`config.mk`:
```
export PLATFORM = sky130hd
export DESIGN_NAME = regfile_write_arbiter
export DESIGN_NICKNAME = d
export VERILOG_FILES = /design/src/rtl/regfile_ctrl_pkg.sv /design/src/rtl/rr_arbiter.sv /design/src/rtl/regfile_write_arbiter.sv
export SDC_FILE = /design/constraint.sdc
export NUM_CORES = 1
export LEC_CHECK = 0
export ABC_AREA = 1
export BUFFER_PORTS_ARGS = -buffer_cell sky130_fd_sc_hd__buf_4
export CORE_MARGIN = 1
export CORE_UTILIZATION = 45
export CTS_CLUSTER_DIAMETER = 30
export CTS_CLUSTER_SIZE = 25
export DETAILED_ROUTE_END_ITERATION = 8
export PLACE_DENSITY = 0.81
export SLEW_MARGIN = 20
export SYNTH_ARGS = -nofsm -noshare
export SYNTH_HDL_FRONTEND = slang
export SYNTH_SLANG_ARGS = --single-unit
```
`constraint.sdc`:
```
create_clock -name CLK -period 1.38 [get_ports CLK]
set_clock_uncertainty 0.05 [all_clocks]
set_input_delay 0.276 -clock CLK [delete_from_list [all_inputs] [get_ports CLK]]
set_output_delay 0.276 -clock CLK [all_outputs]
set_load 0.01 [all_outputs]
```
`src/rtl/regfile_ctrl_pkg.sv`:
```
// rtl/regfile_ctrl_pkg.sv - shared constants and state encoding for the register-file write arbiter
// Purpose: register-file geometry and the write-arbiter FSM state type.
// Ports: none (package).
package regfile_ctrl_pkg;

  localparam int ADDR_W   = 5;
  localparam int DATA_W   = 32;
  localparam int NUM_REGS = 32;

  typedef enum logic {
    ST_IDLE  = 1'b0,
    ST_CLEAR = 1'b1
  } state_t;

endpackage

```
`src/rtl/rr_arbiter.sv`:
```
// rtl/rr_arbiter.sv - combinational round-robin arbiter
// Purpose: picks the first asserted request at or after the pointer, wrapping around.
// Ports:
//   req    in   NREQ    request vector
//   ptr    in   PTR_W   highest-priority index this cycle
//   grant  out  NREQ    one-hot grant (all zero when no request)
module rr_arbiter #(
  parameter int NREQ  = 2,
  parameter int PTR_W = 1
) (
  input  logic [NREQ-1:0]  req,
  input  logic [PTR_W-1:0] ptr,
  output logic [NREQ-1:0]  grant
);

  logic found;

  // Outer loop walks the priority order ptr, ptr+1, ...; the inner loop keeps
  // every bit index constant so no variable bit-select is needed.
  always_comb begin
    grant = '0;
    found = 1'b0;
    for (int k = 0; k < NREQ; k++) begin
      for (int i = 0; i < NREQ; i++) begin
        if (!found && req[i] && (((int'(ptr) + k) % NREQ) == i)) begin
          grant[i] = 1'b1;
          found    = 1'b1;
        end
      end
    end
  end

endmodule

```
`src/rtl/regfile_write_arbiter.sv`:
```
// rtl/regfile_write_arbiter.sv - round-robin arbiter for the single register-file write port
// Purpose: shares W_Addr/W_Data/Write_Reg among NREQ valid/ready requesters, one
//   registered write per cycle; writes to address 0 are consumed but suppressed.
// Optional feature: macro REGFILE_CLEAR_SEQ_EN enables the clear sequence (Clear_Req
//   writes 0 to registers 1..NUM_REGS-1 on consecutive cycles, Clear_Busy meanwhile).
// Ports:
//   CLK, Reset_n   clock, asynchronous active-low reset
//   Req_Valid/Req_Ready/Req_Addr/Req_Data   per-requester handshake, packed slices
//   Grant_Id       index of last accepted requester
//   W_Addr/W_Data/Write_Reg   registered write port to the register stack
//   Clear_Req/Clear_Busy      clear request and clear-in-progress flag
module regfile_write_arbiter
  import regfile_ctrl_pkg::*;
#(
  parameter int NREQ   = 2,
  parameter int ADDR_W = regfile_ctrl_pkg::ADDR_W,
  parameter int DATA_W = regfile_ctrl_pkg::DATA_W,
  localparam int ID_W  = (NREQ > 1) ? $clog2(NREQ) : 1
) (
  input  logic                     CLK,
  input  logic                     Reset_n,
  input  logic [NREQ-1:0]          Req_Valid,
  output logic [NREQ-1:0]          Req_Ready,
  input  logic [NREQ*ADDR_W-1:0]   Req_Addr,
  input  logic [NREQ*DATA_W-1:0]   Req_Data,
  output logic [ID_W-1:0]          Grant_Id,
  output logic [ADDR_W-1:0]        W_Addr,
  output logic [DATA_W-1:0]        W_Data,
  output logic                     Write_Reg,
  input  logic                     Clear_Req,
  output logic                     Clear_Busy
);

  localparam logic [ADDR_W-1:0] LAST_ADDR = ADDR_W'(NUM_REGS - 1);

  state_t            state_q, state_d;
  logic [ID_W-1:0]   ptr_q;
  logic [NREQ-1:0]   grant;
  logic              clear_go;
  logic              arb_en;
  logic              accept;
  logic [ID_W-1:0]   acc_id;
  logic [ADDR_W-1:0] sel_addr;
  logic [DATA_W-1:0] sel_data;

  rr_arbiter #(
    .NREQ  (NREQ),
    .PTR_W (ID_W)
  ) u_rr_arbiter (
    .req   (Req_Valid),
    .ptr   (ptr_q),
    .grant (grant)
  );

`ifdef REGFILE_CLEAR_SEQ_EN
  // Clear wins over any simultaneous request; ignored once already clearing.
  assign clear_go = (state_q == ST_IDLE) && Clear_Req;
`else
  logic unused_clear_req;
  assign unused_clear_req = Clear_Req;
  assign clear_go         = 1'b0;
`endif

  // State register
  always_ff @(posedge CLK or negedge Reset_n) begin
    if (!Reset_n) state_q <= ST_IDLE;
    else          state_q <= state_d;
  end

  // Next-state logic; W_Addr doubles as the clear address counter
  always_comb begin
    state_d = state_q;
    case (state_q)
      ST_IDLE:  if (clear_go) state_d = ST_CLEAR;
`ifdef REGFILE_CLEAR_SEQ_EN
      ST_CLEAR: if (W_Addr == LAST_ADDR) state_d = ST_IDLE;
`endif
      default:  state_d = ST_IDLE;
    endcase
  end

  // Output logic; handshake is held off during reset so nothing is consumed then
  always_comb begin
    arb_en    = Reset_n && (state_q == ST_IDLE) && !clear_go;
    Req_Ready = arb_en ? grant : '0;
`ifdef REGFILE_CLEAR_SEQ_EN
    Clear_Busy = (state_q == ST_CLEAR);
`else
    Clear_Busy = 1'b0;
`endif
  end

  always_comb begin
    acc_id   = '0;
    sel_addr = '0;
    sel_data = '0;
    for (int i = 0; i < NREQ; i++) begin
      if (grant[i]) begin
        acc_id   = ID_W'(i);
        sel_addr = Req_Addr[i*ADDR_W +: ADDR_W];
        sel_data = Req_Data[i*DATA_W +: DATA_W];
      end
    end
  end

  assign accept = arb_en && (|grant);

  always_ff @(posedge CLK or negedge Reset_n) begin
    if (!Reset_n) begin
      Write_Reg <= 1'b0;
      W_Addr    <= '0;
      W_Data    <= '0;
      Grant_Id  <= '0;
      ptr_q     <= '0;
    end else if (clear_go) begin
      Write_Reg <= 1'b1;
      W_Addr    <= ADDR_W'(1);
      W_Data    <= '0;
    end else if (state_q == ST_CLEAR) begin
      if (W_Addr == LAST_ADDR) begin
        Write_Reg <= 1'b0;
      end else begin
        Write_Reg <= 1'b1;
        W_Addr    <= W_Addr + ADDR_W'(1);
      end
    end else if (accept) begin
      // Register 0 is hard-wired: consume the request but suppress the write.
      Write_Reg <= (sel_addr != '0);
      W_Addr    <= sel_addr;
      W_Data    <= sel_data;
      Grant_Id  <= acc_id;
      ptr_q     <= (acc_id == ID_W'(NREQ - 1)) ? '0 : acc_id + ID_W'(1);
    end else begin
      Write_Reg <= 1'b0;
    end
  end

endmodule
```
==> metrics, run 1 <==
Period minus WS final=1.44 ns; syn_area_per_cell=slightly above 7 um2; IO Pins=around 120; RSZ-0062 raised after global routing=yes; drt wl/cell=12.9 um; FF-to-FF path depth=8; initial antenna violation count=0; Setup Crit Path Kind=flip-flop to output port; Worst EP required=1.05 ns; CTS Root Buffer Type=clkbuf_8; first-pass GRT wire length=10,200 um; Syn Nets=390; f_max=694 MHz; Mapped Area=~2200 um2; Final Hold Fails=0; Synthesis Warnings=0; via count=2,508; final WL=roughly 6400 um; Filler cells=419; largest net degree at the start of global routing=41; clock latency at the later pin of the worst-skew pair=0.29 ns; Distinct cells, synth=16; footprint of the multi-input gates=1060 um2; Initial DRC Count=about 110; count of input and output buffers=~120; First-pass DRT Iterations=4; Final setup viols=2; status=complete, but fails checks; gr ovfl total=0; H-tree levels=2; max-slew violations=0; Tcrit/Tclk final=104%; Critical Path AT=1.11 ns; Critical Path Sink Type=output port; Die Y=72.5 um; max_cap viols=0; fin area=3380 um2; row count=25; vias in the first global route=~2.3k; DIE WIDTH=72.5 um; Final TNS setup=-0.119 ns; r2r setup slk=about 0.070 ns; violated checks=negative setup slack; ANT cells=0; Crit Path Max Fanout=2; core box area=4750 um2; crit path from=ptr_q; Area Growth Syn to Fin=51.3%; Startpoint Class=flip-flop; reg2reg start=ptr_q; CTS tree=yes; Cell Area, Placed=3220 um2; leakage power=0.00194 uW; routability cong.=0.778; Clk pin slew, worst setup/hold paths=0.08 ns; Seq/Total Area, Yosys=44.8%; Power Density=1170 nW/um2; critical path capture point=Req_Ready[0]; CTS Sinks=40; Peak VDD IR=615 uV; Power, Total=roughly 4000 uW; post-synthesis register bit count=40; Die Area=5250 um2; nets=around 500; setup ws final=-0.0606 ns; placed wire-length estimate=around 4600 um; HP Class=input port to async pin; share of layout cells above drive strength 1=36.0%; DRC violations left=0; ANT nets after route=0; Vias/cell=5.07; Num CTS Buffers=5; maximum clock insertion buffer count=2; Mapped Cells=311; initial core utilization=47.0%; FF+latch area=1000 um2; r2r endpoint=W_Addr[0]; GRT Resource Usage Total=24.5%
repair_timing:
| action | in CTS | in global routing |
|---|---|---|
| setup buffers | 0 | 3 |
| hold buffers | 0 | 0 |
| endpoints found under the setup margin | 2 | 21 |
| resized for setup | 1 | 6 |
cell usage after synthesis:
| library cell | n | share of area, % |
|---|---|---|
| nor2_2 | 1 | 0.28 |
| inv_2 | 3 | 0.50 |
| clkbuf_1 | 1 | 0.17 |
| nand2_2 | 3 | 0.84 |
| conb_1 | 1 | 0.17 |
| nand2_1 | 114 | 19 |
| buf_6 | 1 | 0.50 |
| inv_1 | 3 | 0.50 |
| nand3_1 | 111 | 25 |
| nor2_4 | 1 | 0.50 |
| dfrtp_1 | 40 | 45 |
| nor2_1 | 3 | 0.50 |
| buf_4 | 6 | 2.0 |
| buf_2 | 21 | 4.7 |
| o21ai_0 | 1 | 0.22 |
| a21oi_1 | 1 | 0.22 |
critical path, stage by stage (launching register included):
cell and delay [ns]:
dfrtp_1 0.40, nand2_1 0.09, nand2_1 0.06, nor2_2 0.13, buf_4 0.14
state kept, by name (all words and copies together), names as in the netlist:
signal     flops
Grant_Id       1
W_Addr         5
Write_Reg      1
W_Data        32
ptr_q          1
power by group:
part           internal [uW]  switching [uW]  total (uW)  leakage (uW)
Combinational            738             719        1460       0.00138
Sequential              1410             137        1550      0.000506
Clock                    535             415         950     0.0000541
final cells by class:
cell class / count / area share, %
flip-flops and latches: 40 / 29.6
repair buffers: 138 / 32.6
clock buffers: 5 / 2.04
clock inverters: 3 / 1.26
inverters: 6 / 0.666
well taps: 67 / 2.48
multi-input cells: 236 / 31.4
cells in the final DEF (no fill, tap or decap):
master and n:
clkinv_2 1, nand2_4 3, inv_2 3, nor2_1 3, o21ai_0 1, nand2_1 114, buf_6 2, clkbuf_8 5
nand3_1 111, buf_8 1, conb_1 1, bufinv_16 1, a21oi_1 1, nor2_4 1, dfrtp_1 40, buf_12 4
buf_4 131, nor2_2 1, clkinvlp_4 1, inv_1 3
cells by family (layout without fill, tap and decap cells):
group                  count (synthesis)  in the layout  synth area share, %
other                                  1              1                0.168
AOI/OAI and AO/OA                      2              2                0.448
DFF                                   40             40                 44.8
buffers and inverters                 35            152                 8.40
and+or+nand+nor                      233            233                 46.2
stage by stage:
step	hold WS, ns	instances	worst slack, ns	utilization (%)
final	0.0159	495	-0.0606	71.1
after global routing	0.0564	495	-0.102	71.1
after CTS	0.0289	492	-0.0567	70.1
after detailed placement	0.348	484	0.0329	67.6
after global placement	0.346	484	0.0717	67.6
after floorplan	-0.0696	311	0.0696	-
worst min-delay path by stage:
stage,start,endpoint,depth (start not counted)
after global placement,Reset_n,W_Addr[3],2
after floorplan,Reset_n,Grant_Id,0
after CTS,Reset_n,W_Data[1],2
after detailed placement,Reset_n,W_Data[1],2
final,Reset_n,W_Data[1],2
after global routing,Reset_n,W_Data[1],2
per-layer routing:
layer  global-route usage, %  vias up  wire length, um
met2                    43.3       97             3150
met3                    4.72        9              440
met5                       0        -                0
met1                    30.5     1155             2700
li1                        -     1247                -
met4                    6.75        0               70
(Power assumes the default switching activity.)
==> run 2: changes to the inputs <==
--- a/config.mk
+++ b/config.mk
@@ -7,7 +7,8 @@
 export LEC_CHECK = 0
 export ABC_AREA = 1
 export BUFFER_PORTS_ARGS = -buffer_cell sky130_fd_sc_hd__buf_4
-export CORE_MARGIN = 1
+export CAP_MARGIN = 10
+export CORE_MARGIN = 4
 export CORE_UTILIZATION = 45
 export CTS_CLUSTER_DIAMETER = 30
 export CTS_CLUSTER_SIZE = 25
==> run 2 against run 1 <==
The run still ends with negative setup slack left. Critical path depth is 1 higher. Non-clock buffer count down 1. Final area is essentially flat. Routed wire length increased by 11%. Utilization is 0.053 points lower. Count of clock-buffer cells in the layout is the same. Largest cell class unchanged.
==> metrics, run 2 (same netlist as run 1, synthesis figures left out) <==
initial antenna violation count=0 (unchanged); worst-path cell chain=inv_2 -> nand2_4 -> nand2_4 -> nor2_4 -> buf_6 (was nand2_1 -> nand2_1 -> nor2_2 -> buf_4); Die Area=6150 um2 (was 5250 um2); Final Hold Fails=0 (unchanged); Critical Path Sink Type=output port (unchanged); clock latency at the later pin of the worst-skew pair=0.29 ns (about the same); placed wire-length estimate=5130 um (was 4590 um); max-slew violations=0 (unchanged); Initial DRC Count=97 (was 111); Critical Path AT=1.14 ns (was 1.11 ns); nets=505 (was 506); GRT Resource Usage Total=23.6% (was 24.5%); Setup Crit Path Kind=flip-flop to output port (unchanged); CTS Sinks=40 (unchanged); Worst EP required=1.05 ns (about the same); vias in the first global route=2,502 (was 2,272); CTS tree=yes (unchanged); fin area=3380 um2 (about the same); via count=2,541 (was 2,508); Crit Path Max Fanout=4 (was 2); RSZ-0062 raised after global routing=yes (unchanged); Peak VDD IR=502 uV (was 615 uV); DRC violations left=0 (unchanged); Filler cells=424 (was 419); routability cong.=0.766 (was 0.778); WHS=0.00608 ns (was 0.0159 ns); slowest stage delay, CP=0.41 ns (was 0.40 ns); leakage power=0.00193 uW (was 0.00194 uW); First-pass DRT Iterations=4 (unchanged); pre-CTS setup slack=-0.0436 ns (was 0.0329 ns); Area Growth Syn to Fin=51.2% (was 51.3%); share of layout cells above drive strength 1=36.9% (was 36.0%); Final setup viols=3 (was 2); max_slew headroom=66.4%; final WL=7060 um (was 6370 um); count of input and output buffers=118 (unchanged); gr ovfl total=0 (unchanged); status=complete, but fails checks (unchanged); violated checks=negative setup slack (unchanged); row count=25 (unchanged); most frequent cells in the layout=127 x buf_4, 112 x nand2_1, 110 x nand3_1 (was 131 x buf_4, 114 x nand2_1, 111 x nand3_1); biggest regs=W_Data (32), W_Addr (5) (unchanged); most frequent CP cell=nand2_4 (was nand2_1); Startpoint Class=flip-flop (unchanged); crit path from=ptr_q (unchanged); setup ws final=-0.0867 ns (was -0.0606 ns); Worst-Margin Slew=0.504 ns; drt wl/cell=14.3 um (was 12.9 um); maximum clock insertion buffer count=2 (unchanged); DIE WIDTH=78.5 um (was 72.5 um); commonest non-fill, non-tap cell in the layout=buf_4 (unchanged); IO Pins=121 (unchanged); largest net degree at the start of global routing=41 (unchanged); Num CTS Buffers=5 (unchanged); Final TNS setup=-0.186 ns (was -0.119 ns); reg2reg start=ptr_q (unchanged); max_cap viols=0 (unchanged); Power Density=1120 nW/um2 (was 1170 nW/um2); ANT nets after route=0 (unchanged); Vias/cell=5.15 (was 5.07); ANT cells=0 (unchanged); H-tree levels=2 (unchanged); max reg flops=32 (unchanged); first-pass GRT wire length=11,800 um (was 10,200 um); CTS Root Buffer Type=clkbuf_8 (unchanged); Die Y=78.5 um (was 72.5 um); f_max=682 MHz (was 694 MHz); Biggest register=W_Data (unchanged); Cell Area, Placed=3200 um2 (was 3220 um2); r2r setup slk=-0.02 ns (was 0.07 ns); core box area=4750 um2 (unchanged); HP Class=input port to async pin (unchanged); Util after Layout=71.0% (was 71.1%); Critical-path top delay cell=dfrtp_1 (unchanged); Tcrit/Tclk final=106% (was 104%); Clk pin slew, worst setup/hold paths=0.08 ns (about the same); initial core utilization=47.0% (unchanged); Period minus WS final=1.47 ns (was 1.44 ns)
-- run 2: cell types whose count changed in the layout (fill, tap and decap cells not counted) --
| cell | before | now |
|---|---|---|
| buf_4 | 131 | 127 |
| nand3_1 | 111 | 110 |
| nand3_2 | 0 | 1 |
| nor2_2 | 1 | 2 |
| nand2_2 | 0 | 2 |
| nor2_1 | 3 | 1 |
| buf_8 | 1 | 2 |
| nor2_4 | 1 | 2 |
| nand2_1 | 114 | 112 |
| buf_6 | 2 | 4 |
| bufinv_16 | 1 | 0 |
-- run 2: critical path: cells and delay by family (launching register included) --
kind | cells | cell delay [ns]
buffers and inverters | 2 | 0.19
DFF | 1 | 0.41
and+or+nand+nor | 3 | 0.25
-- run 2: path summary, 6_finish.rpt --
kind / to / cells past startpoint
max in group asynchronous: W_Data[3] / 2
worst max register to register: Write_Reg / 9
worst min register to register: W_Data[0] / 2
worst min-delay path: W_Data[11] / 2
min in group CLK: W_Data[29] / 5
worst max-delay path: Req_Ready[1] / 5
-- run 2: timing repair --
item / in CTS / in global routing
buffers inserted: 3 / 0
endpoints found under the setup margin: 22 / 29
pin swaps: 4 / 2
gates resized for setup: 8 / 12
endpoints found under the hold margin: 0 / 0
hold buffers: 0 / 0
-- run 2: stage by stage --
step | power (uW) | std cells
CTS | 3790 | 493
global route | 4050 | 493
global placement | 2960 | 483
floorplan | 2240 | 311
detailed placement | 3000 | 483
finish | 3780 | 493
-- run 2: layout make-up --
type	instances	area, um2	area share (%)
Timing Repair Buffer	137	1110	32.8
Multi-Input combinational cell	236	1080	32.0
Sequential cell	40	1000	29.6
Tap cell	67	83.8	2.48
Clock buffer	5	68.8	2.04
Inverter	6	22.5	0.667
Clock inverter	2	12.5	0.371
-- run 2: where the power goes --
part / internal [uW] / switching [uW] / total (uW)
clock network: 342 / 401 / 744
registers: 1420 / 146 / 1560
logic: 742 / 735 / 1480
total: 2500 / 1280 / 3780
-- run 2: per-layer routing --
| layer | global-route usage (%) | share of wire, % | routed length [um] | up-vias |
|---|---|---|---|---|
| li1 | - | - | - | 1243 |
| met1 | 30.0 | 41 | 2910 | 1175 |
| met2 | 40.5 | 50 | 3500 | 113 |
| met3 | 5.73 | 8.2 | 582 | 10 |
| met4 | 5.77 | 0.89 | 63 | 0 |
| met5 | 0 | 0 | 0 | - |
==> run 3: changes to the inputs <==
--- a/config.mk
+++ b/config.mk
@@ -9,11 +9,11 @@
 export BUFFER_PORTS_ARGS = -buffer_cell sky130_fd_sc_hd__buf_4
 export CAP_MARGIN = 10
 export CORE_MARGIN = 4
-export CORE_UTILIZATION = 45
+export CORE_UTILIZATION = 48
 export CTS_CLUSTER_DIAMETER = 30
 export CTS_CLUSTER_SIZE = 25
 export DETAILED_ROUTE_END_ITERATION = 8
-export PLACE_DENSITY = 0.81
+export PLACE_DENSITY = 0.85
 export SLEW_MARGIN = 20
 export SYNTH_ARGS = -nofsm -noshare
 export SYNTH_HDL_FRONTEND = slang
==> constraint.sdc (replaced) <==
create_clock -name CLK -period 1.7 [get_ports CLK]
set_clock_uncertainty 0.05 [all_clocks]
set_input_delay 0.34 -clock CLK [delete_from_list [all_inputs] [get_ports CLK]]
set_output_delay 0.34 -clock CLK [all_outputs]
set_load 0.01 [all_outputs]
==> run 3 against run 2 <==
The flow now finishes without violations. Register-to-register slack improved by 0.34 ns. Clock power fell by 10%. Critical path depth fell by 1. Utilization rose by 2.2 points. Largest cell class is now multi-input combinational cells.
==> metrics, run 3 (same netlist as run 1, synthesis figures left out) <==
Final TNS setup=0 ns (was -0.186 ns); Tcrit/Tclk final=89.5%; Post CTS Setup Buffer Count=0 (was 3); nets=500 (was 505); maximum clock insertion buffer count=2 (unchanged); DIE WIDTH=76.2 um (was 78.5 um); clock latency at the later pin of the worst-skew pair=0.29 ns (about the same); DRC violations left=0 (unchanged); biggest regs=W_Data (32), W_Addr (5) (unchanged); Post-CTS Resized=0 (was 8); Die Y=76.2 um (was 78.5 um); f_max=roughly 660 MHz; r2r setup slk=0.32 ns (was -0.02 ns); CTS Root Buffer Type=clkbuf_8 (unchanged); most frequent cells in the layout=131 x buf_4, 114 x nand2_1, 111 x nand3_1 (was 127 x buf_4, 112 x nand2_1, 110 x nand3_1); GRT Resource Usage Total=23.2% (was 23.6%); reg2reg start=ptr_q (unchanged); Clk pin slew, worst setup/hold paths=0.08 ns (about the same); Period minus WS final=1.52 ns; leakage power=0.00188 uW (was 0.00193 uW); Peak VDD IR=576 uV (was 502 uV); max_cap viols=0 (unchanged); Final setup viols=0 (was 3); initial core utilization=50.6% (was 47.0%); CTS tree=yes (unchanged); HP Class=input port to async pin (unchanged); Worst EP required=1.31 ns (was 1.05 ns); ANT cells=0 (unchanged); Critical Path AT=1.13 ns (was 1.14 ns); Setup Crit Path Kind=flip-flop to output port (unchanged); final WL=6690 um (was 7060 um); vias in the first global route=2,432 (was 2,502); row count=24 (was 25); max-slew violations=0 (unchanged); CTS Sinks=40 (unchanged); Worst-Margin Slew=0.514 ns (was 0.504 ns); share of layout cells above drive strength 1=34.8% (was 36.9%); Final Hold Fails=0 (unchanged); WHS=0.0549 ns (was 0.00608 ns); Die Area=5810 um2 (was 6150 um2); via count=2,499 (was 2,541); IO Pins=121 (unchanged); drt wl/cell=14.1 um (was 14.3 um); Startpoint Class=flip-flop (unchanged); r2r endpoint=W_Data[1] (was Write_Reg); FF-to-FF path depth=8 (was 9); max reg flops=32 (unchanged); Vias/cell=5.27 (was 5.15); Critical Path Sink Type=output port (unchanged); Initial DRC Count=188 (was 97); Area Growth Syn to Fin=44.6% (was 51.2%); largest net degree at the start of global routing=41 (unchanged); H-tree levels=2 (unchanged); RSZ-0062 raised after global routing=no (was yes); Crit Path Max Fanout=3 (was 4); max_slew headroom=65.7% (was 66.4%); ANT nets after route=0 (unchanged); Post-CTS Hold Fix Bufs=0 (unchanged); commonest non-fill, non-tap cell in the layout=buf_4 (unchanged); first-pass GRT wire length=11,200 um (was 11,800 um); gr ovfl total=0 (unchanged); count of input and output buffers=118 (unchanged); Biggest register=W_Data (unchanged); status=finished clean (was complete, but fails checks); Power Density=944 nW/um2 (was 1120 nW/um2); First-pass DRT Iterations=4 (unchanged); routability cong.=0.746 (was 0.766); core box area=4410 um2 (was 4750 um2); Num CTS Buffers=5 (unchanged); placed wire-length estimate=4890 um (was 5130 um); initial antenna violation count=0 (unchanged)
-- run 3: cell count changes in the layout (fill, tap and decap cells not counted), sizes merged --
cell and change:
clkinv -1, buf -5, clkbuf +2
-- run 3: metrics by stage --
stage                     setup WS, ns  power, uW  cells  instance area (um2)  utilization (%)
final                            0.178       3050    474                 3230             73.2
after global routing             0.109       3250    474                 3230             73.2
after CTS                        0.175       3080    474                 3230             73.2
after detailed placement         0.233       2410    466                 3140             71.1
after global placement           0.257       2380    466                 3140             71.1
after floorplan                  0.390       1820    311                 2230                -
-- run 3: per-layer routing --
| layer | GRT usage (%) | wire length, um | up-vias |
|---|---|---|---|
| met2 | 37.3 | 3300 | 101 |
| met1 | 29.8 | 2670 | 1141 |
| met4 | 6.99 | 180 | 0 |
| li1 | - | - | 1236 |
| met3 | 7.21 | 546 | 21 |
| met5 | 0 | 0 | - |
-- run 3: worst max-delay path: stages (launching register included) --
cell and delay [ns]:
dfrtp_1 0.40, nand2_1 0.11, nand2_1 0.07, nor2_2 0.12
buf_4 0.14
-- run 3: worst max-delay path by stage --
| stage | from | endpoint | slack, ns | cells after the start |
|---|---|---|---|---|
| floorplan | ptr_q | W_Addr[4] | 0.39 | 8 |
| global placement | Req_Valid[1] | W_Data[2] | 0.26 | 9 |
| global route | ptr_q | Req_Ready[0] | 0.11 | 4 |
| finish | ptr_q | Req_Ready[0] | 0.18 | 4 |
| detailed placement | Req_Valid[1] | W_Data[23] | 0.23 | 9 |
| CTS | ptr_q | Req_Ready[0] | 0.17 | 4 |
-- run 3: final cells by class --
| class | count | area, um2 |
|---|---|---|
| clock inverter | 1 | 7.51 |
| tap | 52 | 65.1 |
| clock buffer | 7 | 86.3 |
| fill | 365 | 1180 |
| timing repair buffer | 132 | 1000 |
| multi-input combinational | 236 | 1040 |
| sequential | 40 | 1000 |
| inverter | 6 | 22.5 |
-- run 3: report_power, final --
part	total (uW)	internal [uW]	switching, uW
Combinational	1120	550	575
Clock	666	330	336
Sequential	1260	1150	112
Total	3050	2030	1020
